[src/rtl/fifo_rd_ctrl_if.sv]
// Read-side bus of the FIFO: memory read port plus the valid/ready output handshake.
// The controller side uses the master modport; memory and consumer use slave.
interface fifo_rd_ctrl_if #(
  parameter int DATASIZE = 8,
  parameter int ADDRSIZE = 4
);
  logic [ADDRSIZE-1:0] raddr;
  logic [DATASIZE-1:0] rdata;
  logic [DATASIZE-1:0] dout;
  logic                dout_valid;
  logic                dout_ready;

  modport master (
    output raddr,
    input  rdata,
    output dout,
    output dout_valid,
    input  dout_ready
  );

  modport slave (
    input  raddr,
    output rdata,
    input  dout,
    input  dout_valid,
    output dout_ready
  );
endinterface

[src/rtl/fifo_rd_ctrl.sv]
// FIFO read-side controller: read pointer, empty flag and a registered valid/ready output stage.
// Optional FIFO_RD_LEVEL_EN adds the rlevel word count and the raempty almost-empty flag.
module fifo_rd_ctrl #(
  parameter int DATASIZE = 8,
  parameter int ADDRSIZE = 4
`ifdef FIFO_RD_LEVEL_EN
  ,
  parameter int AEMPTY_THRESH = 2
`endif
) (
  input  logic                rclk,
  input  logic                rrst,
  input  logic [ADDRSIZE:0]   rq2_wptr,
  output logic [ADDRSIZE:0]   rptr,
  output logic                rempty,
`ifdef FIFO_RD_LEVEL_EN
  output logic [ADDRSIZE:0]   rlevel,
  output logic                raempty,
`endif
  fifo_rd_ctrl_if.master      bus
);

  typedef enum logic {
    OUT_EMPTY,
    OUT_FULL
  } out_state_t;

  out_state_t          state;
  out_state_t          state_next;
  logic [ADDRSIZE:0]   rbin;
  logic [ADDRSIZE:0]   rbinnext;
  logic [ADDRSIZE:0]   rgraynext;
  logic [DATASIZE-1:0] dout_reg;
  logic                valid;
  logic                rinc;

  assign valid          = (state == OUT_FULL);
  assign bus.dout_valid = valid;
  assign bus.dout       = dout_reg;
  assign bus.raddr      = rbin[ADDRSIZE-1:0];

  always_ff @(posedge rclk) begin
    if (rrst) begin
      state <= OUT_EMPTY;
    end else begin
      state <= state_next;
    end
  end

  // A read happens only when the output stage is free or being drained this cycle.
  always_comb begin
    state_next = state;
    rinc       = !rempty && (!valid || bus.dout_ready);
    rbinnext   = rbin + {{ADDRSIZE{1'b0}}, rinc};
    rgraynext  = (rbinnext >> 1) ^ rbinnext;
    case (state)
      OUT_EMPTY: if (rinc) state_next = OUT_FULL;
      OUT_FULL:  if (bus.dout_ready && !rinc) state_next = OUT_EMPTY;
      default:   state_next = OUT_EMPTY;
    endcase
  end

  always_ff @(posedge rclk) begin
    if (rrst) begin
      rbin     <= '0;
      rptr     <= '0;
      rempty   <= 1'b1;
      dout_reg <= '0;
    end else begin
      rbin   <= rbinnext;
      rptr   <= rgraynext;
      rempty <= (rgraynext == rq2_wptr);
      if (rinc) begin
        dout_reg <= bus.rdata;
      end
    end
  end

`ifdef FIFO_RD_LEVEL_EN
  logic [ADDRSIZE:0] wbin;
  logic [ADDRSIZE:0] level_next;

  // The word parked in dout has already left memory, so it is not counted.
  always_comb begin
    wbin[ADDRSIZE] = rq2_wptr[ADDRSIZE];
    for (int i = ADDRSIZE - 1; i >= 0; i--) begin
      wbin[i] = wbin[i+1] ^ rq2_wptr[i];
    end
    level_next = wbin - rbinnext;
  end

  always_ff @(posedge rclk) begin
    if (rrst) begin
      rlevel  <= '0;
      raempty <= 1'b1;
    end else begin
      rlevel  <= level_next;
      raempty <= (level_next <= (ADDRSIZE+1)'(AEMPTY_THRESH));
    end
  end
`endif

endmodule
[src/flat_wrapper.sv]
// flat-port wrapper written by rule: the top's interface ports become plain ports
module fifo_rd_ctrl_flat 
#(
  parameter int DATASIZE = 8,
  parameter int ADDRSIZE = 4

)
  (rclk, rrst, rq2_wptr, rptr, rempty, bus_raddr, bus_rdata, bus_dout, bus_dout_valid, bus_dout_ready);
  fifo_rd_ctrl_if #(.DATASIZE(DATASIZE), .ADDRSIZE(ADDRSIZE)) bus_i ();
  input  logic rclk;
  input  logic rrst;
  input  logic [ADDRSIZE:0] rq2_wptr;
  output logic [ADDRSIZE:0] rptr;
  output logic rempty;
  output wire logic [$bits(bus_i.raddr)-1:0] bus_raddr;
  input wire logic [$bits(bus_i.rdata)-1:0] bus_rdata;
  output wire logic [$bits(bus_i.dout)-1:0] bus_dout;
  output wire logic [$bits(bus_i.dout_valid)-1:0] bus_dout_valid;
  input wire logic [$bits(bus_i.dout_ready)-1:0] bus_dout_ready;
  assign bus_raddr = bus_i.raddr;
  assign bus_i.rdata = bus_rdata;
  assign bus_dout = bus_i.dout;
  assign bus_dout_valid = bus_i.dout_valid;
  assign bus_i.dout_ready = bus_dout_ready;
  fifo_rd_ctrl #(.DATASIZE(DATASIZE), .ADDRSIZE(ADDRSIZE)) u_core (.rclk(rclk), .rrst(rrst), .rq2_wptr(rq2_wptr), .rptr(rptr), .rempty(rempty), .bus(bus_i));
endmodule
[config.mk]
export PLATFORM = sky130hd
export DESIGN_NAME = fifo_rd_ctrl_flat
export DESIGN_NICKNAME = d
export VERILOG_FILES = /design/src/rtl/fifo_rd_ctrl_if.sv /design/src/rtl/fifo_rd_ctrl.sv /design/src/flat_wrapper.sv
export SDC_FILE = /design/constraint.sdc
export NUM_CORES = 1
export LEC_CHECK = 0
export CAP_MARGIN = 20
export CORE_MARGIN = 3
export CORE_UTILIZATION = 40
export CTS_CLUSTER_SIZE = 40
export DETAILED_ROUTE_END_ITERATION = 10
export HOLD_SLACK_MARGIN = 0.03
export PLACE_DENSITY = 0.73
export SYNTH_ARGS = -nofsm -noshare
export SYNTH_HDL_FRONTEND = slang
export SYNTH_SLANG_ARGS = --single-unit
[constraint.sdc]
create_clock -name rclk -period 6.8 [get_ports rclk]
set_input_delay 1.36 -clock rclk [delete_from_list [all_inputs] [get_ports rclk]]
set_output_delay 1.36 -clock rclk [all_outputs]
set_load 0.05 [all_outputs]
# [Word-level counts from Yosys, hierarchy flattened]
# Index checks and enable logic that the tools add are counted.
[classes] addsub=1 eq_ne=1 n_mux=3 bitwise=2 reduce_logical=6
[op_table] op="adder 5 x 1 -> 5 bit" n=1
[op_table] op="equality test 5 bit" n=1
[op_table] op="bitwise XOR 4 x 5 -> 5 bit" n=1
[op_table] op="logical NOT 1 bit" n=3
[op_table] op="logical AND 1 bit" n=2
[op_table] op="2-to-1 mux 1 bit" n=2
[op_table] op="case mux 1 bit (2 select lines)" n=1
[op_table] op="logical OR 1 bit" n=1
[op_table] op="NOT 1 bit" n=1
[totals] reg_bits=20 input_bits=16 out_inout_bits=19 elab_cells=18

# [Longest topological paths before layout]
[depth] word_depth=7 depth_mapped=11 mapped_depth_nobuf=9

# [Worst setup path after synthesis]
# No wires, ideal clock.
[synth_path] path_kind="input-to-reg" from="input bus_dout_ready" to="register u_core.rempty" setup_time_ns=0.070 t_arrival_ns=3.138 required_time_ns=6.730 path_slack_ns=3.592 cell_stages=11 path_buffers=2 path_cell_list="nand2b_1 nor2b_1 buf_2 ha_1 ha_1 clkbuf_8 xnor2_1 xor2_1 xor2_1 a31oi_1 a21oi_1"
[synth_via] elab_chain_len=5
[synth_rtl] item="from (decl)" line_no="flat_wrapper.sv:19" text="input wire logic [$bits(bus_i.dout_ready)-1:0] bus_dout_ready;"
[synth_rtl] item="logical OR 1 bit" line_no="fifo_rd_ctrl.sv:53" text="rinc = !rempty && (!valid || bus.dout_ready);"
[synth_rtl] item="logical AND 1 bit" line_no="fifo_rd_ctrl.sv:53"
[synth_rtl] item="named net u_core.rinc" line_no="fifo_rd_ctrl.sv:35" text="logic rinc;"
[synth_rtl] item="adder 5 x 1 -> 5 bit" line_no="fifo_rd_ctrl.sv:54" text="rbinnext = rbin + {{ADDRSIZE{1'b0}}, rinc};"
[synth_rtl] item="bitwise XOR 4 x 5 -> 5 bit" line_no="fifo_rd_ctrl.sv:55" text="rgraynext = (rbinnext >> 1) ^ rbinnext;"
[synth_rtl] item="equality test 5 bit" line_no="fifo_rd_ctrl.sv:72" text="rempty <= (rgraynext == rq2_wptr);"
[synth_rtl] item="to (signal assigned)" line_no="fifo_rd_ctrl.sv:72"
[synth_rtl] item="to (decl)" line_no="fifo_rd_ctrl.sv:15" text="output logic rempty,"
# The timed path passes the listed nets, and every way through them passes these cells.
# A chain may end at the register's enable or synchronous reset.

# [Worst setup path after layout]
[layout_path] from="input bus_dout_ready" to="register u_core.rempty"
[layout_via] elab_chain_len=5
[layout_rtl] item="logical OR 1 bit" line_no="fifo_rd_ctrl.sv:53"
[layout_rtl] item="logical AND 1 bit" line_no="fifo_rd_ctrl.sv:53"
[layout_rtl] item="adder 5 x 1 -> 5 bit" line_no="fifo_rd_ctrl.sv:54"
[layout_rtl] item="bitwise XOR 4 x 5 -> 5 bit" line_no="fifo_rd_ctrl.sv:55"
[layout_rtl] item="equality test 5 bit" line_no="fifo_rd_ctrl.sv:72"
# No other way between the ends.

==> impl_metrics.tcl <==
set metrics [dict create \
    synth-main-ff-cell "dfxtp_1" \
    yosys.area.top_type "dfxtp_1" \
    r2r_cells 10 \
    placed_cells 157 \
    worstSetupStartpointType "primary input" \
    grt_use_total_pct 14.5 \
    grt_pass1_wl_um 3140 \
    routed_wl_um 1920 \
    ir_drop_mv 0.160 \
    rsz0062_at_grt "no" \
    p_per_area_nw_per_um2 238 \
    start_util_pct 42.6 \
    worstHoldPathType "reg2reg" \
    vias 792 \
    fin_cells 161 \
    clk_path_buf_depth 2 \
    nFillCells 210 \
    fin_tns_setup_ps 0 \
    ctsHoldBuffers 0 \
    worstPathArrival_ps 3760 \
    die_area_um2 3000 \
    die_h_um 54.8 \
    worst-path-max-fanout 11 \
    crit_chain "clkdlybuf4s50_1, nand2b_1, nor2b_1, buf_4, ha_1, ha_1, xnor2_1, xor2_1, xor2_1, a31oi_1, a21oi_1" \
    maxSlewViolCount 0 \
    worstMarginPinSlew_ps 707 \
    core-area_um2 2230 \
    ant_nets 0 \
    grt_overflow 0 \
    drtPass1Iterations 4 \
    final-hold-violation-count 0 \
    grt_antenna_before_repair 0 \
    setup.worst_path.class "in2reg" \
    hpwl_um 1470 \
    multi_input_area_um2 495 \
    worst_hold_path.num_cells 1 \
    status "finished, final reports clean" \
    cpMaxStageDelayCell "clkdlybuf4s50_1" \
    cts-resized-gates 0 \
    ys_seq_area_share_pct 39.9 \
    rows 17 \
    synth_area_um2 952 \
    clk_latency_ps 290 \
    yosys.area.top_type_share_pct 39.9 \
    clock-skew-final_ps 1.25 \
    max_freq_mhz 284 \
    synthDistinctLibCells 28 \
    synth-edff-count 0 \
    period_share_pct 51.9 \
    async_flop_share_pct 0 \
    drive_above_1_share_pct 6.02 \
    ys_warn_count 0 \
    final_nets 152 \
    cts_sinks 19 \
    maxCapViolations 0 \
    syn_avg_cell_area_um2 9.43 \
    ioPinCount 35 \
    syn-num-nets 119 \
    wire_per_inst_um 11.9 \
    syn_inst 101 \
    power_mw 0.307 \
    synthToLayoutAreaGrowth_pct 35.5 \
    power.leakage_nw 0.508 \
    cpPeakStageDelay_ps 450 \
    ys_ff_latch 19 \
    final-setup-viol-count 0 \
    cts_inserted_buffers 3 \
    maxSlewHeadroom_pct 52.7 \
    gp_congestion 0.891 \
    endpoint_kind "register" \
    yosys-top-cells-area "dfxtp_1 (40%), mux2i_1 (8.4%), xor2_1 (7.4%), nor2_1 (6.7%), xnor2_1 (4.6%)" \
    tritoncts "yes" \
    grt_pass1_vias 709 \
    diodes 0 \
    worst_ep_required_time_ps 7030 \
    drc 0 \
    grt_max_degree 21 \
    htreeDepth 1 \
    cts-root-buf "clkbuf_4" \
    largest_reg_flops 8 \
    die_w_um 54.8 \
    clk_pin_slew_ps 110 \
    drt_iter0_markers 5 \
    seq_area_um2 380 \
    vias_per_cell 4.92 \
    port_buffers 34 \
    fin_crit_ps 3530 \
    post-route-util_pct 57.8 \
    postCtsSetupBuffers 0 \
]
cells in the mapped netlist, types with 2 or more instances:
master	instances
nor2_1	17
xnor2_1	5
xor2_1	8
dfxtp_1	19
a31oi_1	2
ha_1	2
nor3_1	3
a21oi_1	5
clkbuf_8	3
nand2b_1	2
nand3_1	3
nand2_1	3
nor2b_1	4
mux2i_1	8
buf_6	2
o21ai_0	2
a221oi_1	2
through the flow:
step	hold WS (ps)	worst slack [ps]	area, µm²
finish	474	3270	1290
global route	521	3080	1290
CTS	472	3290	1290
detailed placement	455	2980	1260
global placement	453	3050	1260
floorplan	677	3590	952
worst max-delay path: cells and delay by family:
kind / cells / cell delay (ps)
and+or+nand+nor: 2 / 240
buffers and inverters: 2 / 650
xor gates and xnor gates: 3 / 680
adders and majority gates: 2 / 610
AOI/OAI and AO/OA: 2 / 230
metal layers:
| layer | GRT usage [%] | wire length (µm) | up-vias |
|---|---|---|---|
| met5 | 0 | 0 | - |
| met4 | 7.88 | 21 | 0 |
| met3 | 2.45 | 80 | 2 |
| met2 | 23.8 | 988 | 17 |
| met1 | 17.6 | 828 | 370 |
| li1 | - | - | 403 |
power by group:
| group | leakage, nW | internal (mW) | switching [mW] |
|---|---|---|---|
| combinational | 0.334 | 0.0494 | 0.0722 |
| sequential | 0.156 | 0.123 | 0.00617 |
| clock | 0.0177 | 0.0219 | 0.0342 |
| total | 0.508 | 0.194 | 0.113 |
cells in the final DEF (no fill, tap or decap), drive strengths merged, types with 2 or more instances in the layout:
cell	netlist	routed
a21oi	5	5
a221oi	2	2
a31oi	2	2
clkbuf	4	3
clkdlybuf4s50	0	34
dfxtp	19	19
ha	2	2
mux2i	8	8
nand2	3	3
nand2b	2	2
nand3	3	3
nor2	17	17
nor2b	4	4
nor3	3	3
o21ai	2	2
xnor2	6	6
xor2	8	8
cell families after synthesis:
| logic type | after synthesis | share of synthesized area, % |
|---|---|---|
| adders and majority gates | 2 | 2.63 |
| buffers and inverters | 8 | 8.01 |
| muxes | 8 | 8.41 |
| and+or+nand+nor | 36 | 18.0 |
| AOI/OAI and AO/OA | 14 | 9.33 |
| xor gates and xnor gates | 14 | 13.7 |
| DFF | 19 | 39.9 |
cell type report:
cell class / instances / share of cell area (%)
tap: 28 / 2.72
clock buffer: 3 / 1.75
multi-input combinational: 74 / 38.4
sequential: 19 / 29.5
inverter: 1 / 0.291
timing repair buffer: 35 / 27.0
clock inverter: 1 / 0.388
path summary, 6_finish.rpt:
check | slack, ps | start | endpoint
setup / recovery | 3270 | bus_dout_ready | u_core.rempty$_SDFF_PP1_
hold / removal | 470 | u_core.rempty$_SDFF_PP1_ | u_core.bus.dout_valid$_SDFF_PP0_
setup reg to reg | 4500 | u_core.bus.dout_valid$_SDFF_PP0_ | u_core.rempty$_SDFF_PP1_
hold reg to reg | 470 | u_core.rempty$_SDFF_PP1_ | u_core.bus.dout_valid$_SDFF_PP0_
Power figures use the tool's default switching activity.
